## src/rtl/hazard_if.sv

```systemverilog
// hazard_if: pipeline-to-hazard-controller signal bundle.
interface hazard_if;
  logic [4:0]  Rs1_D, Rs2_D, Rd_E;
  logic        Mem_Read_E, PC_Src_E, Dmem_Req_M, Dmem_Ready_M;
  logic        Stall_F, Stall_En, Flush_D, Flush_E, Freeze_EM, Mem_Timeout;
  logic [15:0] Stall_Cycles, Flush_Count;
  modport master (
    output Rs1_D, Rs2_D, Rd_E, Mem_Read_E, PC_Src_E, Dmem_Req_M, Dmem_Ready_M,
    input  Stall_F, Stall_En, Flush_D, Flush_E, Freeze_EM, Mem_Timeout, Stall_Cycles, Flush_Count
  );
  modport slave (
    input  Rs1_D, Rs2_D, Rd_E, Mem_Read_E, PC_Src_E, Dmem_Req_M, Dmem_Ready_M,
    output Stall_F, Stall_En, Flush_D, Flush_E, Freeze_EM, Mem_Timeout, Stall_Cycles, Flush_Count
  );
endinterface

```

## src/rtl/hazard_controller.sv

```systemverilog
// hazard_controller: pipeline stall/flush/freeze control with memory-wait timeout and stat counters.
module hazard_controller #(
  parameter int unsigned TIMEOUT_CYCLES = 255
) (
  input  logic     CLK,
  input  logic     RST,
  hazard_if.slave  hz
);
  typedef enum logic {S_RUN, S_WAIT} state_t;
  localparam logic [7:0] TMO = 8'(TIMEOUT_CYCLES);
  state_t      state_q;
  logic [7:0]  wait_cnt_q;
  logic        timeout_q;
  logic [15:0] stall_cnt_q, flush_cnt_q;
  logic        mem_wait, load_use, stall_en, flush_d;
  assign mem_wait = hz.Dmem_Req_M & ~hz.Dmem_Ready_M;
  assign load_use = hz.Mem_Read_E & (hz.Rd_E != 5'd0) & (hz.Rd_E == hz.Rs1_D | hz.Rd_E == hz.Rs2_D);
  // Priority: reset, memory wait, taken branch, load-use.
  assign stall_en     = ~RST & (mem_wait | (~hz.PC_Src_E & load_use));
  assign flush_d      = ~RST & ~mem_wait & hz.PC_Src_E;
  assign hz.Stall_F   = stall_en;
  assign hz.Stall_En  = stall_en;
  assign hz.Flush_D   = flush_d;
  assign hz.Flush_E   = ~RST & ~mem_wait & (hz.PC_Src_E | load_use);
  assign hz.Freeze_EM = ~RST & mem_wait;
  assign hz.Mem_Timeout  = timeout_q;
  assign hz.Stall_Cycles = stall_cnt_q;
  assign hz.Flush_Count  = flush_cnt_q;
  always_ff @(posedge CLK) begin
    if (RST) begin
      state_q     <= S_RUN;
      wait_cnt_q  <= '0;
      timeout_q   <= 1'b0;
      stall_cnt_q <= '0;
      flush_cnt_q <= '0;
    end else begin
      if (state_q == S_RUN) begin
        if (mem_wait) begin
          state_q    <= S_WAIT;
          wait_cnt_q <= 8'd1;
        end
      end else if (!mem_wait) begin
        state_q    <= S_RUN;
        wait_cnt_q <= '0;
      end else begin
        if (wait_cnt_q != 8'hFF) wait_cnt_q <= wait_cnt_q + 8'd1;
        if (wait_cnt_q >= TMO) timeout_q <= 1'b1;
      end
      if (stall_en && stall_cnt_q != 16'hFFFF) stall_cnt_q <= stall_cnt_q + 16'd1;
      if (flush_d && flush_cnt_q != 16'hFFFF) flush_cnt_q <= flush_cnt_q + 16'd1;
    end
  end
endmodule

```

## src/flat_wrapper.sv

```systemverilog
// flat-port wrapper written by rule: the top's interface ports become plain ports
module hazard_controller_flat 
#(
  parameter int unsigned TIMEOUT_CYCLES = 255
)
  (CLK, RST, hz_Rs1_D, hz_Rs2_D, hz_Rd_E, hz_Mem_Read_E, hz_PC_Src_E, hz_Dmem_Req_M, hz_Dmem_Ready_M, hz_Stall_F, hz_Stall_En, hz_Flush_D, hz_Flush_E, hz_Freeze_EM, hz_Mem_Timeout, hz_Stall_Cycles, hz_Flush_Count);
  hazard_if hz_i ();
  input  logic CLK;
  input  logic RST;
  input wire logic [$bits(hz_i.Rs1_D)-1:0] hz_Rs1_D;
  input wire logic [$bits(hz_i.Rs2_D)-1:0] hz_Rs2_D;
  input wire logic [$bits(hz_i.Rd_E)-1:0] hz_Rd_E;
  input wire logic [$bits(hz_i.Mem_Read_E)-1:0] hz_Mem_Read_E;
  input wire logic [$bits(hz_i.PC_Src_E)-1:0] hz_PC_Src_E;
  input wire logic [$bits(hz_i.Dmem_Req_M)-1:0] hz_Dmem_Req_M;
  input wire logic [$bits(hz_i.Dmem_Ready_M)-1:0] hz_Dmem_Ready_M;
  output wire logic [$bits(hz_i.Stall_F)-1:0] hz_Stall_F;
  output wire logic [$bits(hz_i.Stall_En)-1:0] hz_Stall_En;
  output wire logic [$bits(hz_i.Flush_D)-1:0] hz_Flush_D;
  output wire logic [$bits(hz_i.Flush_E)-1:0] hz_Flush_E;
  output wire logic [$bits(hz_i.Freeze_EM)-1:0] hz_Freeze_EM;
  output wire logic [$bits(hz_i.Mem_Timeout)-1:0] hz_Mem_Timeout;
  output wire logic [$bits(hz_i.Stall_Cycles)-1:0] hz_Stall_Cycles;
  output wire logic [$bits(hz_i.Flush_Count)-1:0] hz_Flush_Count;
  assign hz_i.Rs1_D = hz_Rs1_D;
  assign hz_i.Rs2_D = hz_Rs2_D;
  assign hz_i.Rd_E = hz_Rd_E;
  assign hz_i.Mem_Read_E = hz_Mem_Read_E;
  assign hz_i.PC_Src_E = hz_PC_Src_E;
  assign hz_i.Dmem_Req_M = hz_Dmem_Req_M;
  assign hz_i.Dmem_Ready_M = hz_Dmem_Ready_M;
  assign hz_Stall_F = hz_i.Stall_F;
  assign hz_Stall_En = hz_i.Stall_En;
  assign hz_Flush_D = hz_i.Flush_D;
  assign hz_Flush_E = hz_i.Flush_E;
  assign hz_Freeze_EM = hz_i.Freeze_EM;
  assign hz_Mem_Timeout = hz_i.Mem_Timeout;
  assign hz_Stall_Cycles = hz_i.Stall_Cycles;
  assign hz_Flush_Count = hz_i.Flush_Count;
  hazard_controller #(.TIMEOUT_CYCLES(TIMEOUT_CYCLES)) u_core (.CLK(CLK), .RST(RST), .hz(hz_i));
endmodule
```

## config.mk

```make
export PLATFORM = sky130hd
export DESIGN_NAME = hazard_controller_flat
export DESIGN_NICKNAME = d
export VERILOG_FILES = /design/src/rtl/hazard_if.sv /design/src/rtl/hazard_controller.sv /design/src/flat_wrapper.sv
export SDC_FILE = /design/constraint.sdc
export NUM_CORES = 1
export LEC_CHECK = 0
export ABC_AREA = 1
export BUFFER_PORTS_ARGS = -buffer_cell sky130_fd_sc_hd__buf_2
export CAP_MARGIN = 20
export CORE_ASPECT_RATIO = 1.5
export CORE_MARGIN = 4
export CORE_UTILIZATION = 55
export CTS_BUF_LIST = sky130_fd_sc_hd__clkbuf_4 sky130_fd_sc_hd__clkbuf_8 sky130_fd_sc_hd__clkbuf_16
export CTS_CLUSTER_SIZE = 25
export DETAILED_ROUTE_END_ITERATION = 10
export PLACE_DENSITY = 0.86
export SKIP_CTS_REPAIR_TIMING = 1
export SYNTH_ARGS = -nofsm -noshare
export SYNTH_HDL_FRONTEND = slang
export SYNTH_SLANG_ARGS = --single-unit
export TNS_END_PERCENT = 20
```

## constraint.sdc

```tcl
create_clock -name CLK -period 2.3 [get_ports CLK]
set_input_delay 0.46 -clock CLK [delete_from_list [all_inputs] [get_ports CLK]]
set_output_delay 0.46 -clock CLK [all_outputs]
set_load 0.01 [all_outputs]
```

==> results.md, run 1 <==
* Ratio of cells with drive above 1 in the final layout at 23.01%
* Final Skew at 0.01114 ns
* Drt first pass iters at 4
* Asr flop ratio synth at 0%
* # diodes at 0
* Slew at the pin closest to its max-slew limit at 0.3900 ns
* Final GP Congestion at 0.8330
* DR WL/cell at 12.29 microns
* Clk buf depth at 2
* Flop pwr share at 54.8%
* Placed cells at 477
* Seq cells post-synth at 42
* DP Wirelength at 4556 microns
* Io pins at 59
* Non-filler cells, final at 485
* # DRC at 0
* Cells after synthesis at 379
* Largest family of logic cells by synthesized area: simple AND/OR/NAND/NOR gates
* Fin. max-slew vios at 0
* Pin count of the biggest net entering global routing at 23
* Crit-path max FO at 12
* Syn Nets at 403
* TritonCTS clock tree: done
* Worst EP required at 2.49 ns
* Initial antenna violation count at 0
* Global-route wire length before repair at 10270 microns
* Cell variety after synth at 31
* Sequential share of the synthesized area at 33.27%
* Initial DRC Count at 138
* Die height at 91.03 microns
* Synth Area in Adders at 1.485%
* Clock power share at 35.7%
* Lkg Pwr at 0.001262 uW
* Startpoint Class: register
* Final setup viols at 0
* Core Footprint at 4354 sq um
* Die Area at 5766 sq um
* XOR/XNOR Fraction of Synth Area at 7.277%
* # clock sinks at 42
* CTS root buffer: clkbuf_8
* Number of synthesized flops with an enable pin at 0
* Design area at 2929 sq um
* Psw at 353.8 uW
* Peak VDD IR at 0.3730 mV
* GRT Overall Usage at 21.41%
* Vias in the first global route at 2513
* Final setup TNS at 0 ns
* Fin crit period at 1.941 ns
* Compound-Gate Fraction of Synth Area at 12.13%
* Final ANT Viol Nets at 0
* Clock transition at path regs at 0.08 ns
* Synthesized cell area at 2527 sq um
* Placement Rows at 29
* Period utilization at 84.40%
* Synth-to-layout area growth at 15.89%
* Fmax achieved at 515.1 MHz
* Syn. warnings at 0
* Die W at 63.35 microns
* Clk_lat worst skew at 0.30 ns
* Final hold vios at 0
* Max-Cap Viols at 0
* Nets@finish at 462
* Sw frac at 26.28%
* Combinational Power Share at 9.5%
* Primary FF master, synth: dfxtp_1
* PortBufs at 58
* Crit Path Class: register to register
* Hold Path Class: input port to register
* Pwr per Cell Area at 459.5 nW/um^2
* H-tree Lvls at 2
* Num CTS Buffers at 5
* Nature of the critical path endpoint: register
* WP data arrival at 2.13 ns
* Post-Synth Simple-Gate Area at 35.79%
* Avg Inst Size Synth at 6.669 sq um
* Routed Wire Length at 5962 microns
* Gr ovfl total at 0
* Cell Area, Placed at 2839 sq um
* RSZ-0062 raised after global routing: false
* Multiplexer share of the synthesized area at 0%
* Status: finished clean
* Internal at 992.2 uW
* Via density per instance at 5.388
* Slew margin rel. at 73.80%
* Initial Utilization at 58.05%
* Total number of vias at 2613
[critical path, cell delays in order (launching register included)]
cell and delay, ns:
dfxtp_1 0.38, ha_1 0.23, nand4_1 0.14, nor2_1 0.14, inv_2 0.05, nor2_1 0.15, nand3_2 0.14, nand2_1 0.32
nor2_1 0.07, o21ai_0 0.17, nor2_1 0.05
[metal layers]
layer	routed length, microns	vias to the layer above	part of all wire [%]	global-route usage, %
met1	2303	1163	39	22.30
met3	398	11	6.7	4.568
met5	0	-	0	0
met4	106	0	1.8	9.369
li1	-	1339	-	-
met2	3153	100	53	40.19
[area by class of cell]
class	instances	area [sq um]
multi-input combinational	278	1433
fill	392	1425
sequential	42	840.8
timing repair buffer	63	327.8
inverter	48	180.2
clock buffer	5	68.82
tap	46	57.56
clock inverter	3	21.27
[cell usage in the layout (no fill, tap or decap), types with 2 or more instances in the layout]
cell and count:
a21oi_1 27, a21oi_2 10, buf_2 58, buf_4 5, clkbuf_8 5, dfxtp_1 42
ha_1 3, inv_1 36, inv_2 11, nand2_1 87, nand3_1 41, nand3b_1 2
nand4_1 6, nor2_1 46, nor2_2 3, nor3_1 9, o21ai_0 6, o21ai_1 8
xnor2_1 11, xor2_1 10
[synthesized netlist by cell type (2+ instances only)]
| master | count | area [sq um] |
|---|---|---|
| xnor2_1 | 11 | 96.34 |
| clkbuf_1 | 4 | 15.01 |
| buf_6 | 3 | 33.78 |
| nor2_2 | 3 | 18.77 |
| nor2_1 | 46 | 172.7 |
| inv_1 | 36 | 135.1 |
| nand2_1 | 87 | 326.6 |
| buf_4 | 2 | 15.01 |
| nand4_1 | 6 | 37.54 |
| dfxtp_1 | 42 | 840.8 |
| inv_2 | 11 | 41.29 |
| xor2_1 | 10 | 87.58 |
| ha_1 | 3 | 37.54 |
| o21ai_1 | 8 | 40.04 |
| a21oi_2 | 10 | 87.58 |
| a21oi_1 | 27 | 135.1 |
| buf_2 | 2 | 10.01 |
| nor3_1 | 9 | 45.04 |
| nand3b_1 | 2 | 15.01 |
| nand3_1 | 41 | 205.2 |
| o21ai_0 | 6 | 30.03 |
[registers in the layout (all words and copies together) (netlist names)]
signal,flops
u_core.hz.Mem_Timeout,1
u_core.hz.Stall_Cycles,16
u_core.wait_cnt_q,8
u_core.state_q,1
u_core.hz.Flush_Count,16
[kinds of logic after synthesis]
group | after synthesis
AND/OR/NAND/NOR | 201
AO/OA/AOI/OAI | 53
XOR/XNOR | 21
adder cells (fa/ha/maj) | 3
buffers and inverters | 59
flip-flops | 42
[worst paths after layout]
path,start,endpoint,slack [ns],cells after the start
min reg2reg,u_core.hz.Mem_Timeout$_SDFFE_PP0P_,u_core.hz.Mem_Timeout$_SDFFE_PP0P_,0.47,2
max reg2reg,u_core.wait_cnt_q[0]$_SDFFE_PP0P_,u_core.wait_cnt_q[2]$_SDFFE_PP0P_,0.36,10
min,RST,u_core.hz.Mem_Timeout$_SDFFE_PP0P_,0.43,2
max,u_core.wait_cnt_q[0]$_SDFFE_PP0P_,u_core.wait_cnt_q[2]$_SDFFE_PP0P_,0.36,10
[power by group through the flow]
| stage | Combinational [uW] | Clock [uW] | Sequential, uW |
|---|---|---|---|
| 2_1_floorplan | 84.6 | 0 | 755 |
| 3_3_place_gp | 125 | 0 | 755 |
| 3_5_place_dp | 128 | 0 | 755 |
| 4_1_cts | 129 | 494 | 738 |
| 5_1_grt | 146 | 527 | 739 |
| 6_report | 128 | 480 | 738 |
[stage by stage]
step | utilization [%] | worst slack (ns) | hold slack [ns] | total power, uW
after floorplan | - | 0.4134 | 0.4562 | 840.1
after global placement | 65.20 | 0.4142 | 0.4648 | 879.6
after global routing | 67.27 | 0.1140 | 0.4430 | 1411
final | 67.27 | 0.3587 | 0.4346 | 1346
after detailed placement | 65.20 | 0.3735 | 0.4492 | 883.4
after CTS | 67.27 | 0.3824 | 0.4315 | 1362
No activity file was read; power rests on OpenSTA's default activity.
==> run 2: changes to the inputs <==
--- a/config.mk
+++ b/config.mk
@@ -5,16 +5,16 @@
 export SDC_FILE = /design/constraint.sdc
 export NUM_CORES = 1
 export LEC_CHECK = 0
-export ABC_AREA = 1
+export ABC_AREA = 0
 export BUFFER_PORTS_ARGS = -buffer_cell sky130_fd_sc_hd__buf_2
 export CAP_MARGIN = 20
 export CORE_ASPECT_RATIO = 1.5
 export CORE_MARGIN = 4
-export CORE_UTILIZATION = 55
+export CORE_UTILIZATION = 52
 export CTS_BUF_LIST = sky130_fd_sc_hd__clkbuf_4 sky130_fd_sc_hd__clkbuf_8 sky130_fd_sc_hd__clkbuf_16
 export CTS_CLUSTER_SIZE = 25
 export DETAILED_ROUTE_END_ITERATION = 10
-export PLACE_DENSITY = 0.86
+export PLACE_DENSITY = 0.84
 export SKIP_CTS_REPAIR_TIMING = 1
 export SYNTH_ARGS = -nofsm -noshare
 export SYNTH_HDL_FRONTEND = slang
==> constraint.sdc (replaced) <==
create_clock -name CLK -period 1.9 [get_ports CLK]
set_input_delay 0.38 -clock CLK [delete_from_list [all_inputs] [get_ports CLK]]
set_output_delay 0.38 -clock CLK [all_outputs]
set_load 0.01 [all_outputs]
==> run 2 against run 1 <==
The flow now finishes with violations (negative setup slack). Combinational power is 55% higher. Cell count shrank 18%. Core utilization rose by 9.0 points. Non-clock buffer count increased by 31. Count of clock-buffer cells in the layout stayed put. Clock power rose by 31%. Critical path type is now input port to output pin. Largest cell class unchanged. Largest power group unchanged. Highest routed layer unchanged.
==> results.md, run 2 <==
* Status: finished, violations left
* Failing checks: negative setup slack
* Non-filler cells, final at 400 (-18%)
* Die Area at 5397 sq um (-6.4%)
* Placement Rows at 28 (-3.4%)
* DP Wirelength at 4391 microns (-3.6%)
* Placed cells at 392 (-18%)
* Slew at the pin closest to its max-slew limit at 0.3955 ns (+0.005453 ns)
* Sequential share of the synthesized area at 37.90% (+4.6 points)
* Initial antenna violation count at 0 (unchanged)
* Final Skew at 0.01042 ns (-0.0007178 ns)
* Hold WS at 0.3102 ns (-0.1244 ns)
* Final ANT Viol Nets at 0 (unchanged)
* Cell variety after synth at 46 (+48%)
* GRT Overall Usage at 23.03% (+1.6 points)
* # clock sinks at 42 (unchanged)
* Setup ws final at -0.1578 ns (-0.5166 ns)
* Crit-path max FO at 3 (-9)
* Clk_lat worst skew at 0.31 ns (about the same)
* Pwr per Cell Area at 560.9 nW/um^2 (+22%)
* H-tree Lvls at 2 (unchanged)
* Slew margin rel. at 73.54% (-0.26 points)
* Hold depth at 2 (unchanged)
* CTS root buffer: clkbuf_8
* Syn. warnings at 0 (unchanged)
* Num CTS Buffers at 5 (unchanged)
* Worst r2r path cells at 7 (-3)
* Lkg Pwr at 0.001276 uW (+1.1%)
* Synth top area share at 37.90% (+4.6 points)
* Pre-CTS setup slack at -0.3479 ns (-0.7213 ns)
* Met3 usage at 5.310% (+0.74 points)
* DR WL/cell at 15.97 microns (+30%)
* Most frequent cells in the layout: buf_2, dfxtp_1, buf_4
* Peak VDD IR at 0.5622 mV (+51%)
* Routed Wire Length at 6388 microns (+7.1%)
* Syn Nets at 290 (-28%)
* RSZ-0062 raised after global routing: true
* # diodes at 0 (unchanged)
* Avg Inst Size Synth at 8.340 sq um (+25%)
* Final setup viols at 13 (+13)
* Core Footprint at 4029 sq um (-7.5%)
* Met1 Use GR at 23.41% (+1.1 points)
* Initial DRC Count at 134 (-2.9%)
* Clk buf depth at 2 (unchanged)
* Fmax achieved at 485.9 MHz
* Min-Delay Startpoint: RST
* Top-count cell post-synth: dfxtp_1
* Via density per instance at 5.985 (+11%)
* Busiest layer in global routing: met2
* Top cells by instance count after synthesis: dfxtp_1, nor2_1, a21oi_1
* Nature of the critical path endpoint: output pin
* Cells after synthesis at 266 (-30%)
* Asr flop ratio synth at 0% (unchanged)
* # DRC at 0 (unchanged)
* Clock transition at path regs at 0.10 ns (+0.02 ns)
* Period utilization at 108.3%
* Synth-to-layout area growth at 38.47%
* WP data arrival at 1.68 ns (-0.45 ns)
* Io pins at 59 (unchanged)
* FF-to-FF Start: u_core.hz.Stall_Cycles[9]$_SDFFE_PP0P_
* Synthesized cell area at 2218 sq um (-12%)
* Total Power at 1723 uW (+28%)
* Pin count of the biggest net entering global routing at 30 (+30%)
* Top post-synthesis cells by area: dfxtp_1, xor2_1, nor2_1
* Met2 usage in global routing at 43.45% (+3.3 points)
* Final GP Congestion at 0.8547 (+2.6%)
* Post-synth top area cell: dfxtp_1
* Commonest non-fill, non-tap cell in the layout: buf_2
* Total number of vias at 2394 (-8.4%)
* Number of synthesized flops with an enable pin at 0 (unchanged)
* Initial Utilization at 55.06% (-3.0 points)
* Fin crit period at 2.058 ns
* Die W at 61.33 microns (-3.2%)
* Worst EP required at 1.52 ns (-0.97 ns)
* Crit Path Class: input port to output pin
* Die height at 88.00 microns (-3.3%)
* Global-route wire length before repair at 9542 microns (-7.1%)
* PortBufs at 58 (unchanged)
* Nets@finish at 378 (-18%)
* Startpoint Class: input port
* Primary FF master, synth: dfxtp_1
* Ratio of cells with drive above 1 in the final layout at 40.85% (+18 points)
* Max-Cap Viols at 0 (unchanged)
* TritonCTS clock tree: done
* Final setup TNS at -0.5851 ns (-0.5851 ns)
* Fin. max-slew vios at 0 (unchanged)
* Gr ovfl total at 0 (unchanged)
* Hold Path Class: input port to register
* Final hold vios at 0 (unchanged)
* Seq cells post-synth at 42 (unchanged)
* Drt first pass iters at 4 (unchanged)
* Vias in the first global route at 2300 (-8.5%)
* Worst Setup SP: hz_Rd_E[4]
run 2: worst paths after layout:
check | to | slack, ns
max | hz_Stall_F | -0.16
min | u_core.hz.Stall_Cycles[1]$_SDFFE_PP0P_ | 0.31
max reg2reg | u_core.hz.Stall_Cycles[11]$_SDFFE_PP0P_ | -0.05
min reg2reg | u_core.hz.Mem_Timeout$_SDFFE_PP0P_ | 0.48
run 2: worst max-delay path, stage by stage:
cell and delay (ns):
buf_8 0.10, or4_4 0.54, o21ai_4 0.15, o31a_1 0.28, nor2_4 0.09, buf_6 0.14
run 2: cells by family after synthesis:
logic type,Yosys count,share of synthesized area (%)
XOR/XNOR,25,9.870
multiplexers,1,0.4512
flip-flops,42,37.90
AO/OA/AOI/OAI,57,16.36
adder cells (fa/ha/maj),3,1.692
AND/OR/NAND/NOR,119,29.16
buffers and inverters,19,4.568
run 2: through the flow:
stage	util [%]	cell area, sq um
after global routing	76.24	3072
after detailed placement	69.32	2793
after global placement	69.32	2793
final	76.24	3072
after floorplan	-	2255
after CTS	71.68	2888
run 2: routing by layer:
metal | up-vias | part of all wire (%)
li1 | 1146 | -
met1 | 1143 | 37
met2 | 85 | 55
met3 | 20 | 5.5
met4 | 0 | 2.8
met5 | - | 0
run 2: report_power, final:
group	switching [uW]	internal, uW	leakage (uW)	total (uW)
clock	358	273	0.0000495	631
sequential	7.80	886	0.000342	894
combinational	112	86.6	0.000885	198
total	477	1250	0.00128	1720
run 2: final cells by class:
| type | instances | area (sq um) |
|---|---|---|
| clock buffers | 5 | 68.82 |
| clock inverters | 3 | 26.28 |
| fillers | 265 | 957.2 |
| inverters | 6 | 22.52 |
| multi-input cells | 205 | 1424 |
| flip-flops and latches | 42 | 848.3 |
| well taps | 45 | 56.30 |
| repair buffers | 94 | 625.6 |
==> run 3: changes to the inputs <==
--- a/config.mk
+++ b/config.mk
@@ -6,7 +6,7 @@
 export NUM_CORES = 1
 export LEC_CHECK = 0
 export ABC_AREA = 0
-export BUFFER_PORTS_ARGS = -buffer_cell sky130_fd_sc_hd__buf_2
+export BUFFER_PORTS_ARGS = -buffer_cell sky130_fd_sc_hd__buf_4
 export CAP_MARGIN = 20
 export CORE_ASPECT_RATIO = 1.5
 export CORE_MARGIN = 4
@@ -15,6 +15,7 @@
 export CTS_CLUSTER_SIZE = 25
 export DETAILED_ROUTE_END_ITERATION = 10
 export PLACE_DENSITY = 0.84
+export SETUP_SLACK_MARGIN = 0.05
 export SKIP_CTS_REPAIR_TIMING = 1
 export SYNTH_ARGS = -nofsm -noshare
 export SYNTH_HDL_FRONTEND = slang
==> run 3 against run 2 <==
Sequential power barely moved. Register-to-register slack barely moved. Cell count rose by 0.75%. Clock power fell by 2%. Count of clock-buffer cells in the layout did not move. Design area rose by 4.8%. Die area did not move. Worst hold slack got worse by 0.040 ns. Highest routed layer unchanged. Largest cell class unchanged. First-iteration DRC count fell by 22%. Worst setup slack improved by 0.042 ns. Clock skew fell by 0.0079 ns. The flow still finishes with violations (negative setup slack).
==> results.md, run 3 (synthesis gave the netlist of run 2 again) <==
* Startpoint Class: input port
* Final Skew at 0.002567 ns (-0.007857 ns)
* TritonCTS clock tree: done
* Crit-path slowest cell: o31a_1
* Initial antenna violation count at 0 (unchanged)
* Num CTS Buffers at 5 (unchanged)
* Post-Route M1 WL at 2595 microns (+10%)
* Drt first pass iters at 4 (unchanged)
* Initial DRC Count at 105 (-22%)
* Final setup viols at 15 (+2)
* Nature of the critical path endpoint: output pin
* Die height at 88.00 microns (unchanged)
* Met2 WL post-DR at 3584 microns (+2.3%)
* Io pins at 59 (unchanged)
* Lkg Pwr at 0.001290 uW (+1.1%)
* Most frequent cells in the layout: buf_4, dfxtp_1, nor2_1
* PortBufs at 58 (unchanged)
* Setup ws final at -0.1157 ns (+0.04212 ns)
* Synth-to-layout area growth at 45.12%
* Fmax achieved at 496.1 MHz (+2.1%)
* Flop2flop setup slack at -0.05 ns (about the same)
* Pin count of the biggest net entering global routing at 30 (unchanged)
* CP dominant cell by count: buf_6
* # clock sinks at 42 (unchanged)
* Worst EP required at 1.52 ns (about the same)
* Worst r2r path cells at 7 (unchanged)
* Fin. max-slew vios at 0 (unchanged)
* # diodes at 0 (unchanged)
* Max Used Layer: met4
* WP data arrival at 1.64 ns (-0.04 ns)
* Via density per instance at 5.816 (-2.8%)
* Clock transition at path regs at 0.09 ns (about the same)
* GRT Overall Usage at 24.22% (+1.2 points)
* Nets@finish at 381 (+0.79%)
* Placement Rows at 28 (unchanged)
* Critical Path Max Stage Delay at 0.36 ns (-0.18 ns)
* Die W at 61.33 microns (unchanged)
* Total number of vias at 2344 (-2.1%)
* Gr ovfl total at 0 (unchanged)
* WHS Endpoint: u_core.hz.Stall_Cycles[1]$_SDFFE_PP0P_
* Hold Path Class: input port to register
* Global-route wire length before repair at 10070 microns (+5.5%)
* Total Power at 1732 uW (+0.54%)
* DP Wirelength at 4389 microns (about the same)
* Status: finished, violations left
* Slew at the pin closest to its max-slew limit at 0.4149 ns (+0.01943 ns)
* Final Core Density at 79.91% (+3.7 points)
* Ratio of cells with drive above 1 in the final layout at 42.74% (+1.9 points)
* Min-Delay Startpoint: RST
* Fin crit period at 2.016 ns (-0.04212 ns)
* Crit path cell chain: buf_6 -> xor2_2 -> nor3_2 -> a22oi_2 -> o31a_1 -> nor2_4 -> buf_6
* Max-Cap Viols at 0 (unchanged)
* Pre-CTS setup slack at -0.3863 ns (-0.03842 ns)
* Pwr per Cell Area at 538.1 nW/um^2 (-4.1%)
* Hold depth at 2 (unchanged)
* Final GP Congestion at 0.8434 (-1.3%)
* Clk buf depth at 2 (unchanged)
* Period utilization at 106.1% (-2.2 points)
* Hold WS at 0.2697 ns (-0.04050 ns)
* DR WL/cell at 16.36 microns (+2.5%)
* Final hold vios at 0 (unchanged)
* Crit-path max FO at 3 (unchanged)
* Worst reg2reg path endpoint: u_core.hz.Stall_Cycles[11]$_SDFFE_PP0P_
* Slew margin rel. at 72.24% (-1.3 points)
* Initial Utilization at 55.06% (unchanged)
* FF-to-FF Start: u_core.hz.Stall_Cycles[9]$_SDFFE_PP0P_
* Core Footprint at 4029 sq um (unchanged)
* CTS root buffer: clkbuf_8
* Die Area at 5397 sq um (unchanged)
* Commonest non-fill, non-tap cell in the layout: buf_4
* H-tree Lvls at 2 (unchanged)
* Peak VDD IR at 0.5533 mV (-1.6%)
* # DRC at 0 (unchanged)
* Crit Path Class: input port to output pin
* Met3 wire len at 302 microns (-14%)
* Clk_lat worst skew at 0.31 ns (about the same)
* Failing checks: negative setup slack
* Routed Wire Length at 6595 microns (+3.2%)
* Vias in the first global route at 2420 (+5.2%)
* Final ANT Viol Nets at 0 (unchanged)
* RSZ-0062 raised after global routing: true
[run 3: cell count changes in the layout (fill, tap and decap cells not counted), moves of 2 or more]
cell    change
xor2_2      +2
buf_4      +55
or4_4       -2
inv_6       -2
xor2_1      -2
or4_1       +2
buf_2      -51
[run 3: metrics by stage]
step,TNS (ns),area [sq um],instances
after floorplan,-0.6240,2255,266
after global placement,-4.641,2940,394
after detailed placement,-5.543,2940,394
after CTS,-1.126,3034,402
after global routing,-1.802,3219,403
final,-0.7171,3219,403
[run 3: per-layer routing]
metal | vias to the layer above | global-route usage [%]
met5 | - | 0
met3 | 13 | 6.785
met4 | 0 | 11.20
met1 | 1108 | 26.11
met2 | 69 | 42.39
li1 | 1154 | -
[run 3: worst max-delay path: cells and delay by family]
kind | cells | cell delay (ns)
xor+xnor | 1 | 0.17
buf+inv | 2 | 0.22
compound gates | 2 | 0.48
simple gates | 2 | 0.38
[run 3: area by class of cell]
| class | instances | area, sq um |
|---|---|---|
| tap | 45 | 56.30 |
| sequential | 42 | 849.6 |
| timing repair buffer | 97 | 763.2 |
| clock buffer | 5 | 68.82 |
| inverter | 6 | 22.52 |
| multi-input combinational | 205 | 1434 |
| fill | 274 | 809.5 |
| clock inverter | 3 | 25.02 |
[run 3: worst max path at each step]
stage | start | end | slack [ns]
final | hz_Rs2_D[3] | hz_Stall_F | -0.12
after global routing | hz_Rs2_D[3] | hz_Stall_F | -0.19
after CTS | hz_Rd_E[0] | hz_Stall_F | -0.18
after detailed placement | hz_Rd_E[4] | u_core.hz.Stall_Cycles[9]$_SDFFE_PP0P_ | -0.39
after global placement | hz_Rd_E[2] | u_core.hz.Stall_Cycles[12]$_SDFFE_PP0P_ | -0.31
after floorplan | hz_Rd_E[0] | hz_Stall_F | -0.20
[run 3: power by group]
part / total, uW / leakage (uW) / switching [uW] / internal (uW)
Clock: 621 / 0.0000447 / 355 / 265
Combinational: 219 / 0.000903 / 117 / 102
Sequential: 893 / 0.000342 / 6.85 / 886
